==> src/rtl/rr_grant_arbiter8.sv <==
// Round-robin arbiter for 8 requesters with registered one-hot grant,
// binary owner index, and an optional hold-timeout preemption.
module rr_grant_arbiter8 #(
    parameter int MAX_HOLD = 16
) (
    input  logic       clk,
    input  logic       rst,
    input  logic       en,
    input  logic [7:0] req,
    output logic [7:0] grant,
    output logic [2:0] grant_idx,
    output logic       grant_valid,
    output logic       timeout
);

    // Handshake: requester i asserts req[i] and keeps it high for as long as it
    // wants the resource; it owns the resource while grant[i]=1 and releases it
    // by dropping req[i]. A grant can also end by hold timeout (timeout pulse).

    typedef enum logic {
        IDLE  = 1'b0,
        GRANT = 1'b1
    } state_t;

    localparam bit         TIMEOUT_EN = (MAX_HOLD != 0);
    localparam logic [7:0] HOLD_LAST  = 8'(MAX_HOLD - 1);

    state_t     state, state_nxt;
    logic [2:0] ptr, ptr_nxt;
    logic [7:0] hold_cnt, hold_nxt;
    logic [7:0] grant_nxt;
    logic [2:0] idx_nxt;
    logic       valid_nxt;
    logic       timeout_nxt;

    logic [2:0] cand;
    logic [2:0] pick_idx;
    logic       pick_found;

    // First set request scanning upward from ptr, wrapping mod 8.
    always_comb begin
        pick_found = 1'b0;
        pick_idx   = ptr;
        cand       = ptr;
        for (int i = 0; i < 8; i++) begin
            cand = ptr + 3'(i);
            if (!pick_found && req[cand]) begin
                pick_found = 1'b1;
                pick_idx   = cand;
            end
        end
    end

    always_comb begin
        state_nxt   = state;
        ptr_nxt     = ptr;
        hold_nxt    = hold_cnt;
        grant_nxt   = grant;
        idx_nxt     = grant_idx;
        valid_nxt   = grant_valid;
        timeout_nxt = 1'b0;

        case (state)
            IDLE: begin
                if (en && pick_found) begin
                    grant_nxt = 8'b1 << pick_idx;
                    idx_nxt   = pick_idx;
                    valid_nxt = 1'b1;
                    hold_nxt  = 8'd0;
                    state_nxt = GRANT;
                end else begin
                    grant_nxt = 8'h00;
                    valid_nxt = 1'b0;
                end
            end
            GRANT: begin
                // Release wins over an expiry landing on the same edge.
                if (!req[grant_idx]) begin
                    grant_nxt = 8'h00;
                    valid_nxt = 1'b0;
                    ptr_nxt   = grant_idx + 3'd1;
                    hold_nxt  = 8'd0;
                    state_nxt = IDLE;
                end else if (TIMEOUT_EN && hold_cnt == HOLD_LAST) begin
                    grant_nxt   = 8'h00;
                    valid_nxt   = 1'b0;
                    timeout_nxt = 1'b1;
                    ptr_nxt     = grant_idx + 3'd1;
                    hold_nxt    = 8'd0;
                    state_nxt   = IDLE;
                end else if (hold_cnt != 8'hFF) begin
                    hold_nxt = hold_cnt + 8'd1;
                end
            end
            default: begin
                state_nxt = IDLE;
                grant_nxt = 8'h00;
                valid_nxt = 1'b0;
            end
        endcase
    end

    always_ff @(posedge clk or posedge rst) begin
        if (rst) begin
            state       <= IDLE;
            ptr         <= 3'd0;
            hold_cnt    <= 8'd0;
            grant       <= 8'h00;
            grant_idx   <= 3'd0;
            grant_valid <= 1'b0;
            timeout     <= 1'b0;
        end else begin
            state       <= state_nxt;
            ptr         <= ptr_nxt;
            hold_cnt    <= hold_nxt;
            grant       <= grant_nxt;
            grant_idx   <= idx_nxt;
            grant_valid <= valid_nxt;
            timeout     <= timeout_nxt;
        end
    end

endmodule
==> config.mk <==
export PLATFORM = sky130hd
export DESIGN_NAME = rr_grant_arbiter8
export DESIGN_NICKNAME = d
export VERILOG_FILES = /design/src/rtl/rr_grant_arbiter8.sv
export SDC_FILE = /design/constraint.sdc
export NUM_CORES = 1
export LEC_CHECK = 0
export BUFFER_PORTS_ARGS = -buffer_cell sky130_fd_sc_hd__buf_2
export CORE_ASPECT_RATIO = 0.7
export CORE_UTILIZATION = 40
export DETAILED_ROUTE_END_ITERATION = 12
export SLEW_MARGIN = 10
export SYNTH_ARGS = -nofsm -noshare
export SYNTH_HDL_FRONTEND = slang
export SYNTH_SLANG_ARGS = --single-unit
==> constraint.sdc <==
create_clock -name clk -period 6.68 [get_ports clk]
set_input_delay 0.668 -clock clk [delete_from_list [all_inputs] [get_ports clk]]
set_output_delay 0.668 -clock clk [all_outputs]
set_load 0.05 [all_outputs]
Word level (Yosys, flattened, before mapping):

Index checks and enable logic that the tools add are counted.

* add/sub/neg operators: 9
* $mul: 0
* div/mod/pow operators: 0
* magnitude comparators: 9
* eq/ne operators: 6
* shifts and indexed selects: 1
* mux-type cells: 54
* bitwise gates (word level): 1
* reduce and logical (&&, ||, !) cells: 18

Operators by type and width (number)
* $mux W8: 7
* $lt A3 B4 Y1 const B: 9
* $pmux W8 S2: 2
* $bmux W1 S3: 9
* $mux W3: 9
* $mux W1: 25
* $add A3 B3 Y3 const B: 4
* $add A8 B1 Y8 const B: 1
* $eq A8 B4 Y1 const B: 1
* $logic_and A1 B1 Y1: 8
* $ne A8 B8 Y1 const B: 1
* $shl A1 B3 Y8 const A: 1
* $logic_not A1 Y1: 7
* $add A3 B1 Y3 const B: 2
* $add A3 B2 Y3 const B: 2
* $reduce_and A2 Y1: 3
* $ne A4 B2 Y1 const B: 1
* $pmux W1 S2: 2
* $ne A3 B2 Y1 const B: 1
* $ne A2 B1 Y1 const B: 1
* $ne A2 B2 Y1 const B: 1
* $not A1 Y1: 1

* register bits after elaboration: 25
* bits in latches: 0
* bits in writable memories: 0
* ROM bits: 0
* memories kept: 0

Logic depth before layout (Yosys ltp):

Gate-level depths: netlist of run 1.

* depth in word-level cells: 27
* gate-level depth with buffers: 15
* mapped depth without buffers: 10

Least setup slack after synthesis of run 1:

Ideal clock, no wire load.

* path kind: register to register
* from: reg ptr[1]
* to: reg grant[2]
* setup time: 0.122 ns
* arrival time: 3.302 ns
* required time: 6.558 ns
* path slack: 3.256 ns
* stages on the path, launching flop included: 13
* path buffers: 3
* clock period less this slack: 3.424 ns
* cells stage by stage: dfrtp_1 buf_4 buf_1 inv_1 ha_1 buf_6 mux4_1 mux2i_4 o32ai_2 a31o_1 a211o_1 o31a_1 a32o_1

* word-level cells in the longest chain between the ends: 27
* elaborated cells on any way between the ends: 56

Ends and longest elaborated chain
* start, declared: RTL line 29 `logic [2:0] ptr, ptr_nxt;`
* start signal, assigned: RTL line 114 `ptr <= ptr_nxt;`
* branches (longest 25 deep; another with $add A3 B1 Y3)
* $mux W8 (*): RTL line 65 `if (en && pick_found) begin`
* $pmux W8 S2 (*): RTL line 63 `case (state)`
* end signal, assigned: RTL line 116 `grant <= grant_nxt;`
* end, declared: RTL line 10 `output logic [7:0] grant,`

Every way passes the cells marked *. The select of a mux whose other input is x is not followed.
A chain may end at the register's enable or synchronous reset.

Worst setup path after layout of run 1:

* from: reg ptr[0]
* to: reg grant[3]

The elaborated chain is that of the path after synthesis.

==> metrics.txt, run 1 <==
# TYPE chip_impl_metric gauge
chip_impl_info{name="run_status",value="finished, final reports clean"} 1
chip_impl_info{name="post_synth_main_area_contributors",value="dfrtp_1 (27%), mux2i_1 (7.8%), mux2_2 (6.8%)"} 1
chip_impl_metric{name="post-cts-setup-buffers",unit=""} 0
chip_impl_metric{name="worst_ep_required",unit="ns"} 6.84
chip_impl_metric{name="die-area",unit="µm²"} 6094
chip_impl_metric{name="drt_wl_total",unit="µm"} 5627
chip_impl_metric{name="port-buffer-count",unit=""} 23
chip_impl_metric{name="core-area",unit="µm²"} 5395
chip_impl_metric{name="synth_fp_nets",unit=""} 256
chip_impl_metric{name="finalSetupViolCount",unit=""} 0
chip_impl_metric{name="initial_utilization",unit="%"} 42.86
chip_impl_metric{name="holdBufCountCts",unit=""} 0
chip_impl_metric{name="pin_count_of_the_biggest_net_entering_global_routing",unit=""} 31
chip_impl_info{name="synth-main-ff-cell",value="dfrtp_1"} 1
chip_impl_metric{name="vias",unit=""} 1996
chip_impl_info{name="critical_path_class",value="register to register"} 1
chip_impl_info{name="hold_path.class",value="register to register"} 1
chip_impl_metric{name="post_synth_inst_count",unit=""} 241
chip_impl_metric{name="antennaDiodeCount",unit=""} 0
chip_impl_metric{name="timing_max_transition_violations_final",unit=""} 0
chip_impl_metric{name="timing.fmax",unit="MHz"} 207.5
chip_impl_metric{name="cts-buffers-inserted",unit=""} 3
chip_impl_metric{name="wl_per_cell",unit="µm"} 17.16
chip_impl_metric{name="floorplan.rows",unit=""} 22
chip_impl_metric{name="final_period_minus_worst_setup_slack",unit="ns"} 4.819
chip_impl_info{name="cts_tree",value="yes"} 1
chip_impl_metric{name="grt_util_all_layers",unit="%"} 19.73
chip_impl_metric{name="period_share",unit="%"} 72.13
chip_impl_metric{name="postSynthAreaPerCell",unit="µm²"} 9.594
chip_impl_metric{name="layout-drive-gt1-share",unit="%"} 23.83
chip_impl_metric{name="syn-cell-area",unit="µm²"} 2312
chip_impl_metric{name="synth_top_area_share",unit="%"} 27.06
chip_impl_metric{name="die-height",unit="µm"} 65.61
chip_impl_metric{name="drv.max_cap_violation_count",unit=""} 0
chip_impl_info{name="cts_root_buffer",value="clkbuf_8"} 1
chip_impl_metric{name="synth-edff-count",unit=""} 0
chip_impl_metric{name="timing.critical_path.fanout_max",unit=""} 30
chip_impl_metric{name="num-nets-final",unit=""} 272
chip_impl_metric{name="clk_path_buf_depth",unit=""} 2
chip_impl_metric{name="first_pass_grt_wire_length",unit="µm"} 9294
chip_impl_metric{name="top_level_ports",unit=""} 24
chip_impl_metric{name="final_count_of_hold_timing_violations",unit=""} 0
chip_impl_metric{name="antenna_violating_nets_post_route",unit=""} 0
chip_impl_metric{name="grt_remaining_overflow",unit=""} 0
chip_impl_metric{name="clkSlewWorstSetupHoldPaths",unit="ns"} 0.08
chip_impl_info{name="yosysTopAreaCell",value="dfrtp_1"} 1
chip_impl_metric{name="worst_ep_arrival_time",unit="ns"} 4.98
chip_impl_info{name="timing.critical_path.to_type",value="register"} 1
chip_impl_metric{name="post-route-drc-count",unit=""} 0
chip_impl_info{name="setup.worst_path.start_class",value="register"} 1
chip_impl_metric{name="area.growth.synth_to_final",unit="%"} 7.954
chip_impl_metric{name="place_hpwl",unit="µm"} 4184
chip_impl_metric{name="tns",unit="ns"} 0
chip_impl_metric{name="worst_skew",unit="ns"} 0.003588
chip_impl_metric{name="detail_route.iter0.violations",unit=""} 148
chip_impl_metric{name="first_global_vias",unit=""} 1837
chip_impl_info{name="grt_setup_unrepaired",value="false"} 1
chip_impl_metric{name="netlist-cell-type-count",unit=""} 63
chip_impl_metric{name="max-slew-margin-rel",unit="%"} 14.94
chip_impl_metric{name="ctsResizeCount",unit=""} 0
chip_impl_metric{name="ctsHtreeMaxLevel",unit=""} 1
chip_impl_metric{name="routabilityCongestion",unit=""} 0.8649
chip_impl_metric{name="routed_via_density",unit=""} 6.085
chip_impl_metric{name="postSynth.asyncResetShare",unit="%"} 100.0
chip_impl_metric{name="worst-slew-pin-transition",unit="ns"} 1.276
chip_impl_metric{name="ys.warnings.count",unit=""} 0
chip_impl_metric{name="die_w",unit="µm"} 92.88
chip_impl_metric{name="yosysSeqAreaShare",unit="%"} 27.06
chip_impl_metric{name="clk_latency",unit="ns"} 0.27
chip_impl_metric{name="synth-seq-cells",unit=""} 25
chip_impl_metric{name="drt_first_pass_iters",unit=""} 4
chip_impl_metric{name="antenna_found_initial",unit=""} 0
chip_impl_metric{name="numClockSinks",unit=""} 25
routing by layer:
metal  up-vias  GRT usage [%]  part of all wire, %
li1        962              -                    -
met1       978          30.96                   52
met2        54          29.14                   42
met3         2          2.778                  5.1
met4         0          2.500                 0.30
met5         -              0                    0
sequential cells by signal (all words and copies together), names as in the netlist:
register	count
grant	8
hold_cnt	8
grant_valid	1
ptr	3
timeout	1
state	1
grant_idx	3
placed cells by master, fill, tap and decap left out, drive strengths merged, types with 4 or more instances in the layout:
| cell | synthesis | layout |
|---|---|---|
| mux2i | 19 | 19 |
| mux2 | 14 | 14 |
| a21oi | 4 | 4 |
| a32o | 4 | 4 |
| o31ai | 5 | 5 |
| xnor2 | 6 | 6 |
| and3 | 4 | 4 |
| clkbuf | 1 | 4 |
| ha | 4 | 4 |
| o221ai | 4 | 4 |
| o21ai | 19 | 19 |
| nor2 | 17 | 17 |
| nand3 | 10 | 10 |
| buf | 11 | 23 |
| inv | 6 | 6 |
| nand2 | 32 | 32 |
| dfrtp | 25 | 25 |
| mux4 | 8 | 8 |
synth_stat cells (all sizes together) (2+ instances only):
library cell   n
a21oi          4
a2bb2oi        2
a31oi          3
a32o           4
and3           4
buf           11
dfrtp         25
ha             4
inv            6
mux2          14
mux2i         19
mux4           8
nand2         32
nand2b         3
nand3         10
nand4          3
nand4b         2
nor2          17
nor2b          2
nor3           2
o21a           2
o21ai         19
o221a          3
o221ai         4
o22ai          3
o31ai          5
xnor2          6
xor2           2
final cells by class:
| cell class | instances | area (µm²) |
|---|---|---|
| timing repair buffer | 23 | 115.1 |
| clock buffer | 4 | 45.04 |
| sequential | 25 | 625.6 |
| multi-input combinational | 197 | 1594 |
| fill | 520 | 2899 |
| inverter | 7 | 26.28 |
| tap | 72 | 90.09 |
metrics by stage:
stage	worst slack, ns	std cells	util (%)	hold slack [ns]	instance area, µm²
after floorplan	3.256	241	-	0.4467	2312
after global routing	1.607	328	46.27	0.5111	2496
after global placement	1.977	324	45.43	0.4570	2451
final	1.861	328	46.27	0.4801	2496
after CTS	1.887	328	46.27	0.4835	2496
after detailed placement	1.916	324	45.43	0.4632	2451
path summary, 6_finish.rpt:
kind	to	cells after the start	startpoint	slack, ns
worst min register to register	grant_valid$_DFFE_PP0P_	2	grant_valid$_DFFE_PP0P_	0.48
worst max-delay path	grant[3]$_DFFE_PP0P_	9	ptr[0]$_DFFE_PP0P_	1.86
worst min-delay path	grant_valid$_DFFE_PP0P_	2	grant_valid$_DFFE_PP0P_	0.48
max in group asynchronous	hold_cnt[4]$_DFFE_PP0P_	2	rst	5.52
worst max register to register	grant[3]$_DFFE_PP0P_	9	ptr[0]$_DFFE_PP0P_	1.86
min in group asynchronous	grant[1]$_DFFE_PP0P_	2	rst	0.59
critical path, stage by stage, from the launching register on:
cell	delay, ns
dfrtp_1	1.02
clkinv_1	0.54
ha_1	0.86
mux4_1	0.68
mux2i_4	0.25
nand2_1	0.10
nand4b_2	0.31
o311ai_4	0.51
nor2_1	0.14
a32o_1	0.28
kinds of logic (layout without fill, tap and decap cells):
| kind of cell | after synthesis | in the layout | share of synthesized area [%] |
|---|---|---|---|
| and+or+nand+nor | 80 | 80 | 16.83 |
| AOI/OAI and AO/OA | 64 | 64 | 22.89 |
| muxes | 41 | 41 | 23.70 |
| DFF | 25 | 25 | 27.06 |
| buffers and inverters | 19 | 34 | 4.004 |
| xor gates and xnor gates | 8 | 8 | 3.355 |
| adders and majority gates | 4 | 4 | 2.165 |
Power of run 1 is left out: the tool's default activity adds up to more than one toggle a clock period on the data nets, which glitch-free logic cannot reach.
==> run 2, diff against run 1 <==
clock period = 4.6 ns   (was 6.68 ns; I/O delays follow)
==> run 2 against run 1 <==
  * Maximum frequency is 26% higher
  * Cell area increased by 0.75%
  * Global-route usage grew 0.12 points
  * Register-to-register slack worse by 1.1 ns
  * Largest cell class unchanged
==> metrics.txt, run 2 (synthesis results as in run 1) <==
# TYPE chip_impl_metric gauge
chip_impl_info{name="run_status",value="finished, final reports clean"} 1
chip_impl_metric{name="first_global_vias",unit=""} 1850
chip_impl_metric{name="period_share",unit="%"} 83.43
chip_impl_metric{name="die-area",unit="µm²"} 6094
chip_impl_metric{name="port-buffer-count",unit=""} 23
chip_impl_metric{name="cts-buffers-inserted",unit=""} 3
chip_impl_info{name="setup.worst_path.start_class",value="register"} 1
chip_impl_metric{name="core-area",unit="µm²"} 5395
chip_impl_metric{name="worst_ep_required",unit="ns"} 4.73
chip_impl_metric{name="num-nets-final",unit=""} 274
chip_impl_metric{name="worst-r2r-cell-count",unit=""} 9
chip_impl_metric{name="die_w",unit="µm"} 92.88
chip_impl_metric{name="worst-slew-pin-transition",unit="ns"} 0.9640
chip_impl_metric{name="clkSlewWorstSetupHoldPaths",unit="ns"} 0.09
chip_impl_metric{name="antennaDiodeCount",unit=""} 0
chip_impl_metric{name="clk_path_buf_depth",unit=""} 2
chip_impl_metric{name="worst_skew",unit="ns"} 0.01313
chip_impl_info{name="timing.critical_path.to_type",value="register"} 1
chip_impl_info{name="cts_tree",value="yes"} 1
chip_impl_metric{name="timing_max_transition_violations_final",unit=""} 0
chip_impl_metric{name="holdBufCountCts",unit=""} 0
chip_impl_metric{name="routed_via_density",unit=""} 6.003
chip_impl_metric{name="first_pass_grt_wire_length",unit="µm"} 9480
chip_impl_metric{name="critPathMaxStageDelay",unit="ns"} 0.79
chip_impl_metric{name="post-route-drc-count",unit=""} 0
chip_impl_metric{name="final_count_of_hold_timing_violations",unit=""} 0
chip_impl_info{name="cts_root_buffer",value="clkbuf_8"} 1
chip_impl_info{name="worst_path_max_delay_cell",value="ha_1"} 1
chip_impl_metric{name="drv.max_cap_violation_count",unit=""} 0
chip_impl_metric{name="max-slew-margin-rel",unit="%"} 35.66
chip_impl_metric{name="place_hpwl",unit="µm"} 4140
chip_impl_metric{name="antenna_violating_nets_post_route",unit=""} 0
chip_impl_metric{name="regToRegSetupSlack",unit="ns"} 0.76
chip_impl_metric{name="detail_route.iter0.violations",unit=""} 138
chip_impl_metric{name="wl_per_cell",unit="µm"} 17.15
chip_impl_info{name="critical_path.cell_chain",value="clkinv_1 > ha_1 > mux4_1 > mux2i_4 > o32ai_2 > a31o_1 > a211o_1 > o31ai_2 > o31ai_1"} 1
chip_impl_info{name="final_common_cell",value="nand2_1"} 1
chip_impl_metric{name="area.growth.synth_to_final",unit="%"} 8.766
chip_impl_metric{name="final_period_minus_worst_setup_slack",unit="ns"} 3.838
chip_impl_metric{name="numClockSinks",unit=""} 25
chip_impl_metric{name="finalSetupViolCount",unit=""} 0
chip_impl_metric{name="drt_wl_total",unit="µm"} 5659
chip_impl_metric{name="post-cts-setup-buffers",unit=""} 0
chip_impl_metric{name="grt_util_all_layers",unit="%"} 19.85
chip_impl_info{name="final_cell_mix",value="nand2_1 (32), dfrtp_1 (25), buf_2 (23)"} 1
chip_impl_info{name="hold_path.class",value="input pin to async pin"} 1
chip_impl_metric{name="grt_remaining_overflow",unit=""} 0
chip_impl_metric{name="clk_latency",unit="ns"} 0.27
chip_impl_metric{name="ctsHtreeMaxLevel",unit=""} 1
chip_impl_info{name="worstReg2RegStart",value="ptr[0]$_DFFE_PP0P_"} 1
chip_impl_metric{name="timing.critical_path.fanout_max",unit=""} 16
chip_impl_metric{name="drt_first_pass_iters",unit=""} 4
chip_impl_info{name="top_flop_regs",value="grant: 8 flops, hold_cnt: 8 flops"} 1
chip_impl_metric{name="pin_count_of_the_biggest_net_entering_global_routing",unit=""} 30
chip_impl_metric{name="initial_utilization",unit="%"} 42.86
chip_impl_info{name="grt_setup_unrepaired",value="false"} 1
chip_impl_info{name="cpLargestDelayFamily",value="compound AO/OA/AOI/OAI gates"} 1
chip_impl_metric{name="tns",unit="ns"} 0
chip_impl_metric{name="timing.fmax",unit="MHz"} 260.6
chip_impl_metric{name="worst_ep_arrival_time",unit="ns"} 3.97
chip_impl_metric{name="vias",unit=""} 1981
chip_impl_metric{name="critical_path.n_buffers_inverters",unit=""} 1
chip_impl_info{name="reg2reg_to",value="grant[6]$_DFFE_PP0P_"} 1
chip_impl_metric{name="antenna_found_initial",unit=""} 0
chip_impl_info{name="critical_path_class",value="register to register"} 1
chip_impl_metric{name="floorplan.rows",unit=""} 22
chip_impl_metric{name="top_level_ports",unit=""} 24
chip_impl_metric{name="die-height",unit="µm"} 65.61
chip_impl_metric{name="layout-drive-gt1-share",unit="%"} 24.81
chip_impl_metric{name="ctsResizeCount",unit=""} 0
chip_impl_metric{name="routabilityCongestion",unit=""} 0.9413
[run 2: worst max path at each step]
stage	start	end	slack, ns	cells after the start
6_report	ptr[0]$_DFFE_PP0P_	grant[6]$_DFFE_PP0P_	0.76	9
5_1_grt	ptr[0]$_DFFE_PP0P_	grant[2]$_DFFE_PP0P_	0.52	10
4_1_cts	ptr[0]$_DFFE_PP0P_	grant[6]$_DFFE_PP0P_	0.79	9
3_5_place_dp	ptr[0]$_DFFE_PP0P_	grant[6]$_DFFE_PP0P_	0.79	9
3_3_place_gp	ptr[0]$_DFFE_PP0P_	grant[0]$_DFFE_PP0P_	0.84	10
2_1_floorplan	ptr[1]$_DFFE_PP0P_	grant[2]$_DFFE_PP0P_	1.18	12
[run 2: layout make-up]
class	instances	area [µm²]
clock buffer	4	45.04
multi-input combinational	197	1598
tap	72	90.09
fill	536	2880
timing repair buffer	25	130.1
inverter	7	26.28
sequential	25	625.6
[run 2: stage by stage]
step	util [%]	cells	cell area [µm²]	hold slack [ns]	setup WS [ns]
after floorplan	-	241	2312	0.4467	1.176
after global placement	45.71	326	2466	0.4617	0.8415
after detailed placement	45.71	326	2466	0.4686	0.7856
after CTS	46.54	330	2511	0.4323	0.7862
after global routing	46.61	330	2515	0.4689	0.5159
final	46.61	330	2515	0.3970	0.7621
[run 2: routing by layer]
layer | part of all wire [%] | up-vias | wire length, µm | global-route usage [%]
met1 | 49 | 949 | 2783 | 31.05
li1 | - | 960 | - | -
met3 | 8.0 | 2 | 452 | 5.208
met2 | 43 | 70 | 2417 | 28.40
met4 | 0.11 | 0 | 6 | 0.5769
met5 | 0 | - | 0 | 0
Power of run 2 is left out for the same reason.
